==> config.mk <==
export PLATFORM = sky130hd
export DESIGN_NAME = regfile_wb_arbiter
export DESIGN_NICKNAME = d
export VERILOG_FILES = /design/src/rtl/regfile_wb_arbiter.sv
export SDC_FILE = /design/constraint.sdc
export NUM_CORES = 1
export LEC_CHECK = 0
export CORE_AREA = 2 2 86 88
export CTS_BUF_LIST = sky130_fd_sc_hd__clkbuf_2
export CTS_CLUSTER_SIZE = 16
export DETAILED_ROUTE_END_ITERATION = 8
export DIE_AREA = 0 0 88 90
export PLACE_DENSITY = 0.86
export SYNTH_ARGS = -nofsm -noshare
export SYNTH_HDL_FRONTEND = slang
export SYNTH_SLANG_ARGS = --single-unit
==> constraint.sdc <==
create_clock -name CLK -period 2.98 [get_ports CLK]
set_input_delay 0.447 -clock CLK [delete_from_list [all_inputs] [get_ports CLK]]
set_output_delay 0.447 -clock CLK [all_outputs]
set_load 0.01 [all_outputs]
==> src/rtl/regfile_wb_arbiter.sv <==
// -----------------------------------------------------------------------------
// regfile_wb_arbiter
//
// Purpose:
//   Shares the register file's single write port (WE3/A3/WD3) between two
//   writeback requesters: req0 is the ALU and req1 is the load/multi-cycle
//   unit. One request is granted per cycle, round-robin on contention. The
//   granted write is registered before it reaches the register file.
//   A busy scoreboard of destination registers drives the decode-stage
//   read-hazard stall (rs1_busy / rs2_busy).
//
// Handshake (req0/req1):
//   A transfer happens on a rising CLK edge when valid && ready are both high.
//   ready is a combinational grant and is never high without its valid. A
//   requester that is not granted keeps valid high and addr/data stable until
//   it is granted. The only backpressure is losing arbitration.
//
// Ports:
//   CLK, reset_n              clock, asynchronous active-low reset
//   req0_valid/addr/data/ready ALU write request and grant
//   req1_valid/addr/data/ready load-unit write request and grant
//   alloc_valid, alloc_rd     decode reserves a destination register
//   rs1, rs2                  decode source registers
//   rs1_busy, rs2_busy        source has a pending write (combinational)
//   WE3, A3, WD3              registered register-file write port
//   err_range                 sticky: a write or alloc addressed >= NREGS
//   dbg_rr_ptr                round-robin pointer (priority on contention)
// -----------------------------------------------------------------------------
module regfile_wb_arbiter #(
  parameter int DATA_W = 32,
  parameter int ADDR_W = 5,
  parameter int NREGS  = 16
) (
  input  logic              CLK,
  input  logic              reset_n,
  input  logic              req0_valid,
  input  logic [ADDR_W-1:0] req0_addr,
  input  logic [DATA_W-1:0] req0_data,
  output logic              req0_ready,
  input  logic              req1_valid,
  input  logic [ADDR_W-1:0] req1_addr,
  input  logic [DATA_W-1:0] req1_data,
  output logic              req1_ready,
  input  logic              alloc_valid,
  input  logic [ADDR_W-1:0] alloc_rd,
  input  logic [ADDR_W-1:0] rs1,
  input  logic [ADDR_W-1:0] rs2,
  output logic              rs1_busy,
  output logic              rs2_busy,
  output logic              WE3,
  output logic [ADDR_W-1:0] A3,
  output logic [DATA_W-1:0] WD3,
  output logic              err_range,
  output logic              dbg_rr_ptr
);

  // NREGS widened by one bit so the range compare never truncates.
  localparam logic [ADDR_W:0] NREGS_A = (ADDR_W+1)'(NREGS);

  // Address names an implemented register (x0 included).
  function automatic logic in_file(input logic [ADDR_W-1:0] a);
    return ({1'b0, a} < NREGS_A);
  endfunction

  // Address names a register that actually stores data (x0 excluded).
  function automatic logic writable(input logic [ADDR_W-1:0] a);
    return (a != '0) && in_file(a);
  endfunction

  // ---------------------------------------------------------------------------
  // Arbitration
  // ---------------------------------------------------------------------------
  // rr_ptr names the requester that wins the next contended cycle.
  logic              rr_ptr;
  logic              contended;
  logic              transfer;
  logic [ADDR_W-1:0] win_addr;
  logic [DATA_W-1:0] win_data;

  always_comb begin
    contended  = req0_valid && req1_valid;
    req0_ready = req0_valid && (!req1_valid || (rr_ptr == 1'b0));
    req1_ready = req1_valid && (!req0_valid || (rr_ptr == 1'b1));
    transfer   = req0_ready || req1_ready;
    win_addr   = req1_ready ? req1_addr : req0_addr;
    win_data   = req1_ready ? req1_data : req0_data;
  end

  // On contention the pointer moves to the loser so it wins next time.
  // Uncontended grants leave it alone.
  always_ff @(posedge CLK or negedge reset_n) begin
    if (!reset_n) begin
      rr_ptr <= 1'b0;
    end else if (contended) begin
      rr_ptr <= ~rr_ptr;
    end
  end

  assign dbg_rr_ptr = rr_ptr;

  // ---------------------------------------------------------------------------
  // Registered write port
  // ---------------------------------------------------------------------------
  // A3/WD3 capture every accepted transfer, including dropped ones (x0 or out
  // of range), so the port shows what was accepted; only WE3 is qualified.
  always_ff @(posedge CLK or negedge reset_n) begin
    if (!reset_n) begin
      WE3 <= 1'b0;
      A3  <= '0;
      WD3 <= '0;
    end else if (transfer) begin
      WE3 <= writable(win_addr);
      A3  <= win_addr;
      WD3 <= win_data;
    end else begin
      WE3 <= 1'b0;
    end
  end

  // ---------------------------------------------------------------------------
  // Busy scoreboard
  // ---------------------------------------------------------------------------
  // Bit 0 is not stored: x0 is never busy.
  logic [NREGS-1:1] busy;
  logic [NREGS-1:1] busy_next;

  // Clear is applied at the edge that ends the WE3 cycle, i.e. after the
  // register file has committed the data on the preceding negedge. The set
  // is applied after the clear so a same-edge alloc of the retiring register
  // keeps it busy for the new owner.
  always_comb begin
    busy_next = busy;
    for (int i = 1; i < NREGS; i++) begin
      if (WE3 && (A3 == ADDR_W'(i))) begin
        busy_next[i] = 1'b0;
      end
      if (alloc_valid && (alloc_rd == ADDR_W'(i))) begin
        busy_next[i] = 1'b1;
      end
    end
  end

  always_ff @(posedge CLK or negedge reset_n) begin
    if (!reset_n) begin
      busy <= '0;
    end else begin
      busy <= busy_next;
    end
  end

  // Source lookup: x0 and out-of-range sources never match any stored bit.
  always_comb begin
    rs1_busy = 1'b0;
    rs2_busy = 1'b0;
    for (int i = 1; i < NREGS; i++) begin
      if (rs1 == ADDR_W'(i)) begin
        rs1_busy = busy[i];
      end
      if (rs2 == ADDR_W'(i)) begin
        rs2_busy = busy[i];
      end
    end
  end

  // ---------------------------------------------------------------------------
  // Sticky range error
  // ---------------------------------------------------------------------------
  logic range_hit;

  always_comb begin
    range_hit = (transfer && !in_file(win_addr)) ||
                (alloc_valid && !in_file(alloc_rd));
  end

  always_ff @(posedge CLK or negedge reset_n) begin
    if (!reset_n) begin
      err_range <= 1'b0;
    end else if (range_hit) begin
      err_range <= 1'b1;
    end
  end

endmodule

==> summary.md, run 1 <==
| Metric | Value |
|---|---|
| Max-slew headroom | `0.488` |
| Drt first pass iters | `4` |
| Required time of the worst setup path | `2.53 ns` |
| Clock sinks | `55` |
| Total negative slack | `0 ns` |
| Die height | `90 µm` |
| Post-synthesis sequential area ratio | `0.432` |
| FF/Latch Area | `0.00138 mm²` |
| CTS clk-pin slew, worst paths | `0.28 ns` |
| Mapped Nets | `461` |
| DR top layer | `met4` |
| Post-synth EDFFs | `0` |
| Synth warnings | `0` |
| Vias in the first global route | `3,211` |
| Fraction of registers with async set/reset | `1.00` |
| DRT met1 WL | `3700 µm` |
| Proportion of netlist area held by the largest area contributor | `0.432` |
| Via-to-Cell Ratio | `5.52` |
| TritonCTS Buffers | `5` |
| Worst path max stage delay | `0.59 ns` |
| Die width | `88 µm` |
| Vias | `3,280` |
| Root Buffer | `clkbuf_2` |
| Met2 Routed Length | `4960 µm` |
| Buf/Inv on CP | `2` |
| Cell family contributing the most delay on the critical path | `buffers and inverters` |
| Routability cong. | `0.936` |
| Top FF cell, synth | `dfrtp_1` |
| CTS tree | `done` |
| DIE AREA | `0.00792 mm²` |
| R2R setup slack | `1.36 ns` |
| Row Count | `31` |
| Overflow after GRT | `0` |
| Worst EP arrival | `2.44 ns` |
| Worst-path cell chain | `clkdlybuf4s50_1 -> mux4_2 -> o21ai_1 -> a2111oi_2 -> clkdlybuf4s50_1` |
| Final wirelength | `9680 µm` |
| I/O pin count | `138` |
| RSZ-0062 raised after global routing | `no` |
| Crit start category | `primary input` |
| Area grow syn2layout | `46.0%` |
| Final hold vios | `0` |
| Share of cells above drive strength 1 | `0.0525` |
| Nature of the critical path endpoint | `output pin` |
| Most common cell after layout, fill and taps aside | `clkdlybuf4s50_1` |
| Worst Path Class, Setup | `primary input to output pin` |
| Post-Syn Area per Cell | `8.68 µm²` |
| Core box area | `0.00702 mm²` |
| DP Area | `0.00460 mm²` |
| Filler cells | `573` |
| Synth Instances | `367` |
| Most frequent cells in the layout | `134 x clkdlybuf4s50_1, 55 x dfrtp_1, 50 x nand2_1` |
| VDD IR max | `382 µV` |
| Most used cell, CP | `clkdlybuf4s50_1` |
| Power Density | `565 mW/mm²` |
| Routed Antenna Nets | `0` |
| Slowest CP cell | `clkdlybuf4s50_1` |
| Final Cycle Share | `0.968` |
| Synthesized flop and latch total | `55` |
| Post-route cell area | `0.00465 mm²` |
| Worst-margin pin slew | `0.768 ns` |
| DR iter-0 viols | `162` |
| Routed WL per cell | `16.3 µm` |
| I/O Buffers | `137` |
| Status | `completed` |
| Worst Hold Class | `primary input to register` |
| Slew Viols, Final | `0` |
| Fin Clk Skew | `0.0291 ns` |
| GRT Total Usage | `0.241` |
| Initial antenna violation count | `0` |
| Bufs on Longest Clock Path | `2` |
| LEAKAGE | `1.99 nW` |
| Met3 WL | `811 µm` |
| Multi-input logic area | `0.00167 mm²` |
| Max_cap viols | `0` |
| Area contributors post-synth | `dfrtp_1 43%, mux2i_1 12%, nand2_1 5.9%, a21oi_1 5.5%, o21ai_0 5.3%` |
| Final min period | `2.88 ns` |
| Worst-skew pair later-pin latency | `0.43 ns` |
| # diodes | `0` |
| Detailed Place HPWL | `7290 µm` |
| Setup violators final | `0` |
| Netlist Area Pre-Place | `0.00318 mm²` |
| Yosys cell types | `43` |
| First-pass GRT wire length | `15,200 µm` |
| Maximum number of pins on one net before global-route repair | `62` |
| CP Max Fanout | `10` |
| Fmax | `347 MHz` |
| Area leader, netlist | `dfrtp_1` |
| Number of H-tree levels | `2` |
| # DRC | `0` |
| Nets@finish | `588` |
| Starting Density | `0.454` |
worst reg2reg max path, stage by stage (launching register included):
cell	delay (ns)
dfrtp_1	0.53
nand2_1	0.09
nand2_1	0.11
inv_1	0.11
buf_4	0.37
o41ai_1	0.15
o32ai_1	0.15
what timing repair did:
item / CTS / global route
setup buffers: 0 / 0
endpoints found under the setup margin: 0 / 1
hold buffers: 1 / 0
resized for setup: 0 / 1
endpoints found under the hold margin: 17 / 0
final timing paths:
kind	end	startpoint	depth (start not counted)
min in group asynchronous	WD3[23]	reset_n	2
max	rs2_busy	rs2[1]	5
max reg2reg	WE3	dbg_rr_ptr	6
min reg2reg	err_range	err_range	2
min	WD3[29]	req1_valid	3
max in group asynchronous	WD3[5]	reset_n	3
power breakdown:
group          switching [mW]  internal [mW]  total [mW]  leakage (nW)
Clock                   0.223         0.0641       0.287        0.0330
Sequential              0.216          0.969        1.18         0.629
Combinational           0.539          0.613        1.15          1.33
Total                   0.978           1.65        2.62          1.99
synthesized netlist by cell type, types with 3 or more instances:
| library cell | n |
|---|---|
| o21ai_0 | 34 |
| buf_2 | 8 |
| nand2_1 | 50 |
| nand3_1 | 33 |
| nor2b_1 | 3 |
| nor3_1 | 3 |
| nand2b_1 | 6 |
| buf_4 | 3 |
| dfrtp_1 | 55 |
| inv_1 | 6 |
| nor2_1 | 40 |
| clkbuf_1 | 11 |
| mux2i_1 | 38 |
| a31oi_1 | 6 |
| a21oi_1 | 35 |
area by class of cell:
class | instances | area share
clock inverters | 1 | 0.00108
multi-input cells | 282 | 0.359
clock buffers | 7 | 0.00754
flip-flops and latches | 55 | 0.296
inverters | 6 | 0.00485
well taps | 99 | 0.0266
repair buffers | 144 | 0.305
metrics by stage:
| step | setup slack [ns] | hold WS (ns) | std cells | utilization | power [mW] |
|---|---|---|---|---|---|
| 2_1_floorplan | 1.10 | 0.151 | 367 | - | 1.72 |
| 3_3_place_gp | 0.110 | 0.393 | 585 | 0.655 | 2.31 |
| 3_5_place_dp | 0.0827 | 0.400 | 585 | 0.655 | 2.35 |
| 4_1_cts | 0.0752 | 0.306 | 594 | 0.662 | 2.64 |
| 5_1_grt | 0.000981 | 0.325 | 594 | 0.662 | 2.80 |
| 6_report | 0.0962 | 0.339 | 594 | 0.662 | 2.62 |
state kept, by name (all words and copies together), names as in the netlist:
name	cells
WE3	1
A3	5
busy	15
dbg_rr_ptr	1
WD3	32
err_range	1
per-layer routing:
| metal | up-vias | GRT usage |
|---|---|---|
| met4 | 0 | 0.0679 |
| met1 | 1572 | 0.286 |
| met2 | 139 | 0.414 |
| li1 | 1551 | - |
| met5 | - | 0 |
| met3 | 18 | 0.0762 |
logic make-up (layout without fill, tap and decap cells):
kind of cell / count (synthesis) / after routing / synth area share
mux: 41 / 41 / 0.142
simple gates: 150 / 150 / 0.220
buf+inv: 30 / 158 / 0.0444
xor+xnor: 1 / 1 / 0.00275
flops: 55 / 55 / 0.432
compound gates: 90 / 90 / 0.159
Power figures use the tool's default switching activity.
==> run 2: changes to the inputs <==
- ABC_AREA: not set -> 1
- CORE_AREA: 2 2 86 88 -> 2 2 84 86
- DIE_AREA: 0 0 88 90 -> 0 0 86 88
- PLACE_DENSITY: 0.86 -> 0.87
==> run 2 against run 1 <==
Effect of this change:
- non-clock buffer count fell by 2
- core utilization increased by 0.19 points
- hold slack got worse by 0.23 ns
- routed wire length down 2.8%
- area after synthesis decreased by 5.8%
- global-route usage rose by 1.3 points
- clock skew fell by 0.016 ns
- largest cell class is now non-clock buffers
==> summary.md, run 2 <==
| Metric | Value |
|---|---|
| Largest Register | `WD3` |
| Most used standard cell by instance count after synthesis | `nand2_1` |
| Bufs on Longest Clock Path | `2` |
| Switch Pwr | `0.751 mW` |
| Via-to-Cell Ratio | `5.23` |
| GR Util met1 | `0.301` |
| Synth cell count leaders | `105 x nand2_1, 56 x o21ai_0, 55 x dfrtp_1, 49 x nor2_1, 33 x nand3_1` |
| Drt first pass iters | `4` |
| Logic pwr share | `0.354` |
| Starting Density | `0.452` |
| Reg2reg start | `dbg_rr_ptr` |
| Placement Setup Slack | `0.186 ns` |
| Status | `completed` |
| FF-to-FF path depth | `9` |
| Fraction of registers with async set/reset | `1.00` |
| Worst Hold Class | `primary input to async pin` |
| First-pass GRT wire length | `15,000 µm` |
| Maximum number of pins on one net before global-route repair | `43` |
| Top Usage Layer GRT | `met2` |
| Utilization after layout | `0.664` |
| Most frequent cells in the layout | `135 x clkdlybuf4s50_1, 105 x nand2_1, 56 x o21ai_0` |
| Final worst setup slack | `0.174 ns` |
| Overflow after GRT | `0` |
| Die height | `88 µm` |
| Proportion of netlist area held by the largest area contributor | `0.459` |
| Row Count | `30` |
| Synth Instances | `408` |
| Routed WL per cell | `15.2 µm` |
| Routability cong. | `0.928` |
| Final wirelength | `9410 µm` |
| CTS tree | `done` |
| Area grow syn2layout | `47.0%` |
| Required time of the worst setup path | `2.53 ns` |
| TritonCTS Buffers | `5` |
| Fmax | `356 MHz` |
| Met2 GRT Util | `0.440` |
| Post-Syn Area per Cell | `7.35 µm²` |
| Crit start category | `primary input` |
| Top FF cell, synth | `dfrtp_1` |
| Die width | `86 µm` |
| Worst hold slack | `0.108 ns` |
| Clk pwr share | `0.135` |
| Synthesized flop and latch total | `55` |
| Max-slew headroom | `0.384` |
| Grt met3 use | `0.0914` |
| Worst-skew pair later-pin latency | `0.43 ns` |
| Vias | `3,242` |
| Sw Share | `0.358` |
| Fin Clk Skew | `0.0129 ns` |
| RSZ-0062 raised after global routing | `no` |
| Final Cycle Share | `0.941` |
| Final min period | `2.81 ns` |
| Nets@finish | `633` |
| Total negative slack | `0 ns` |
| # DRC | `0` |
| Share of cells above drive strength 1 | `0.0407` |
| CP Max Fanout | `11` |
| # diodes | `0` |
| R2r endpoint | `WE3` |
| Post-CTS Setup Inserts | `0` |
| R2R setup slack | `1.29 ns` |
| Vias in the first global route | `3,265` |
| I/O Buffers | `137` |
| Clock sinks | `55` |
| Initial antenna violation count | `0` |
| Worst EP arrival | `2.36 ns` |
| Seq pwr share | `0.511` |
| Root Buffer | `clkbuf_2` |
| Max FFs per register | `32` |
| Worst Path Class, Setup | `primary input to output pin` |
| Routed Antenna Nets | `0` |
| Slew Viols, Final | `0` |
| Post-synthesis sequential area ratio | `0.459` |
| GRT Total Usage | `0.254` |
| Setup violators final | `0` |
| VDD IR max | `268 µV` |
| DIE AREA | `0.00757 mm²` |
| DR iter-0 viols | `210` |
| LEAKAGE | `1.92 nW` |
| Final hold vios | `0` |
| Area contributors post-synth | `dfrtp_1 46%, nand2_1 13%, o21ai_0 9.3%, nor2_1 6.1%, nand3_1 5.5%` |
| Power Density | `476 mW/mm²` |
| Mapped Nets | `502` |
| Max_cap viols | `0` |
| I/O pin count | `138` |
| Worst-margin pin slew | `0.925 ns` |
| Yosys cell types | `27` |
| Most common cell after layout, fill and taps aside | `clkdlybuf4s50_1` |
| Nature of the critical path endpoint | `output pin` |
| Synth warnings | `0` |
| Post-synth EDFFs | `0` |
| Int Pwr | `1.35 mW` |
| CTS clk-pin slew, worst paths | `0.27 ns` |
| Detailed Place HPWL | `7220 µm` |
| Largest regs | `WD3: 32 flops, busy: 15 flops, A3: 5 flops` |
| Area leader, netlist | `dfrtp_1` |
| Core box area | `0.00664 mm²` |
| Netlist Area Pre-Place | `0.00300 mm²` |
| Number of H-tree levels | `2` |
run 2: cell families (layout without fill, tap and decap cells):
logic type,count (synthesis),in the layout,share of synthesized area
flops,55,55,0.459
compound gates,98,98,0.171
simple gates,204,204,0.284
buf+inv,51,183,0.0863
run 2: power groups by stage:
| stage | Sequential, mW | Clock, mW | Combinational [mW] |
|---|---|---|---|
| 2_1_floorplan | 1.06 | 0 | 0.328 |
| 3_3_place_gp | 1.08 | 0 | 0.724 |
| 3_5_place_dp | 1.09 | 0 | 0.743 |
| 4_1_cts | 1.07 | 0.289 | 0.746 |
| 5_1_grt | 1.09 | 0.329 | 0.830 |
| 6_report | 1.07 | 0.283 | 0.743 |
run 2: what timing repair did:
action / CTS / global route
hold buffers: 0 / 0
endpoints found under the setup margin: 0 / 1
endpoints found under the hold margin: 0 / 0
gates resized for setup: 0 / 1
run 2: how the worst max path moves through the flow:
stage,startpoint,to,slack (ns),cells past startpoint
floorplan,rs2[0],rs2_busy,1.35,10
CTS,rs2[0],rs2_busy,0.17,12
detailed placement,rs2[0],rs2_busy,0.19,12
global placement,rs2[0],rs2_busy,0.23,12
global route,rs1[0],rs1_busy,0.0002,12
finish,rs1[0],rs1_busy,0.17,12
run 2: critical path, cell delays in order:
cell and delay, ns:
clkdlybuf4s50_1 0.68, inv_1 0.16, nand2_1 0.10, nand3_1 0.06, nand2_1 0.07, nand2_1 0.04
nand2_1 0.05, nand2_1 0.05, nand2_1 0.05, nand2_1 0.05, nand3_1 0.06, clkdlybuf4s50_1 0.53
run 2: cell type report:
class / count / area (µm²)
clock buffers: 5 / 25.0
inverters: 33 / 124
fillers: 555 / 2230
clock inverters: 3 / 15.0
repair buffers: 142 / 1410
multi-input cells: 302 / 1370
well taps: 80 / 100
flip-flops and latches: 55 / 1380
run 2: metal layers:
layer | share of wire | vias to the layer above | wire length, µm
li1 | - | 1600 | -
met1 | 0.39 | 1495 | 3690
met2 | 0.49 | 136 | 4610
met3 | 0.10 | 11 | 974
met4 | 0.014 | 0 | 129
met5 | 0 | - | 0
run 2: per-stage QoR:
step | instances | instance area [µm²] | total power [mW]
floorplan | 408 | 3000 | 1.39
global placement | 612 | 4370 | 1.81
detailed placement | 612 | 4370 | 1.83
CTS | 620 | 4410 | 2.11
global route | 620 | 4410 | 2.25
finish | 620 | 4410 | 2.10
==> run 3: changes to the inputs <==
- CORE_AREA: 2 2 84 86 -> 2 2 85 87
- CTS_BUF_LIST: sky130_fd_sc_hd__clkbuf_2 -> not set
- DIE_AREA: 0 0 86 88 -> 0 0 87 89
- PLACE_DENSITY: 0.87 -> 0.85
==> run 3 against run 2 <==
Effect of this change:
- hold slack better by 0.14 ns
- sequential power hardly changed
- register-to-register slack better by 0.18 ns
- die area is 2.3% higher
- power is 8.3% higher
- core utilization is 0.17 points higher
- setup slack worse by 0.040 ns
- first-iteration DRC count is 21% higher
==> summary.md, run 3 (synthesis results as in run 2) <==
| Metric | Value |
|---|---|
| Area grow syn2layout | `49.1%` |
| Post-CTS Setup Inserts | `0` |
| Utilization after layout | `0.666` |
| Largest regs | `WD3: 32 flops, busy: 15 flops, A3: 5 flops` |
| Clock sinks | `55` |
| First-pass GRT wire length | `15,300 µm` |
| GR Util met1 | `0.291` |
| Final Cycle Share | `0.955` |
| Worst-skew pair later-pin latency | `0.31 ns` |
| # DRC | `0` |
| Slew Viols, Final | `0` |
| Cell family contributing the most delay on the critical path | `buffers and inverters` |
| CP Max Fanout | `10` |
| RSZ-0062 raised after global routing | `no` |
| Post-route cell area | `0.00447 mm²` |
| Bufs on Longest Clock Path | `2` |
| Routability cong. | `0.937` |
| Max_cap viols | `0` |
| Final min period | `2.85 ns` |
| I/O pin count | `138` |
| I/O Buffers | `137` |
| Vias | `3,304` |
| Met2 GRT Util | `0.442` |
| Status | `completed` |
| Via-to-Cell Ratio | `5.34` |
| Overflow after GRT | `0` |
| Worst Hold Class | `primary input to async pin` |
| Routed WL per cell | `15.6 µm` |
| Most used cell, CP | `nand2_1` |
| Final hold vios | `0` |
| CTS Hold Bufs | `0` |
| VDD IR max | `249 µV` |
| Power Density | `508 mW/mm²` |
| Routed Antenna Nets | `0` |
| Final worst setup slack | `0.135 ns` |
| LEAKAGE | `1.94 nW` |
| Top Usage Layer GRT | `met2` |
| DP Area | `0.00436 mm²` |
| Required time of the worst setup path | `2.53 ns` |
| Most common cell after layout, fill and taps aside | `clkdlybuf4s50_1` |
| Fin Clk Skew | `0.00591 ns` |
| Placement Setup Slack | `0.164 ns` |
| Number of H-tree levels | `2` |
| Worst-margin pin slew | `0.712 ns` |
| Grt met3 use | `0.0831` |
| TritonCTS Buffers | `5` |
| CTS clk-pin slew, worst paths | `0.09 ns` |
| Vias in the first global route | `3,207` |
| Setup violators final | `0` |
| CTS tree | `done` |
| Largest Register | `WD3` |
| Starting Density | `0.447` |
| # diodes | `0` |
| Final wirelength | `9640 µm` |
| DIE AREA | `0.00774 mm²` |
| Detailed Place HPWL | `7150 µm` |
| Worst-path cell chain | `clkdlybuf4s50_1 -> inv_1 -> nand3_1 -> nand2_1 -> o21ai_0 -> nor2_1 -> nand2_1 -> nand2_1 -> nand2_1 -> nand3_1 -> clkdlybuf4s50_1` |
| Maximum number of pins on one net before global-route repair | `56` |
| Nets@finish | `632` |
| Initial antenna violation count | `0` |
| GRT Total Usage | `0.252` |
| Row Count | `30` |
| Share of cells above drive strength 1 | `0.0390` |
| Core box area | `0.00672 mm²` |
| DR iter-0 viols | `255` |
| Nature of the critical path endpoint | `output pin` |
| Total negative slack | `0 ns` |
| Root Buffer | `clkbuf_8` |
| Crit start category | `primary input` |
| Die height | `89 µm` |
| Fmax | `351 MHz` |
| Max FFs per register | `32` |
| Drt first pass iters | `5` |
| Max-slew headroom | `0.525` |
| Slowest CP cell | `clkdlybuf4s50_1` |
| Worst EP arrival | `2.40 ns` |
| Filler cells | `547` |
| Worst path max stage delay | `0.58 ns` |
| Buf/Inv on CP | `3` |
| Worst Path Class, Setup | `primary input to output pin` |
| Most frequent cells in the layout | `134 x clkdlybuf4s50_1, 105 x nand2_1, 56 x o21ai_0` |
| Die width | `87 µm` |
## run 3: final timing paths
check | endpoint | slack [ns] | depth (start not counted) | from
setup / recovery | rs2_busy | 0.13 | 11 | rs2[1]
hold / removal | WD3[23] | 0.25 | 2 | reset_n
setup reg to reg | WE3 | 1.47 | 9 | dbg_rr_ptr
hold reg to reg | err_range | 0.48 | 2 | err_range
max in group asynchronous | WD3[14] | 2.24 | 2 | reset_n
min in group CLK | err_range | 0.48 | 2 | err_range
## run 3: layout make-up
class / count / area (µm²) / share of cell area
well taps: 80 / 100 / 0.0224
clock buffers: 8 / 100 / 0.0224
repair buffers: 141 / 1400 / 0.313
multi-input cells: 302 / 1370 / 0.307
inverters: 33 / 124 / 0.0277
flip-flops and latches: 55 / 1380 / 0.308
## run 3: power by group
group	total, mW	internal [mW]	switching [mW]
combinational	0.746	0.376	0.370
clock	0.452	0.213	0.239
sequential	1.08	0.919	0.157
total	2.27	1.51	0.767
## run 3: what timing repair did
| item | in CTS | in global routing |
|---|---|---|
| hold endpoints to repair | 0 | 0 |
| setup endpoints to repair | 0 | 2 |
| gates resized for setup | 0 | 3 |
## run 3: routing by layer
metal / up-vias / wire, µm
li1: 1592 / -
met1: 1520 / 3520
met2: 167 / 4860
met3: 25 / 992
met4: 0 / 264
met5: - / 0
## run 3: stage by stage
step                      cells  hold slack, ns  power, mW
after global routing        619           0.312       2.41
after global placement      611           0.457       1.80
after floorplan             408           0.151       1.39
final                       619           0.252       2.27
after CTS                   619           0.292       2.28
after detailed placement    611           0.458       1.83
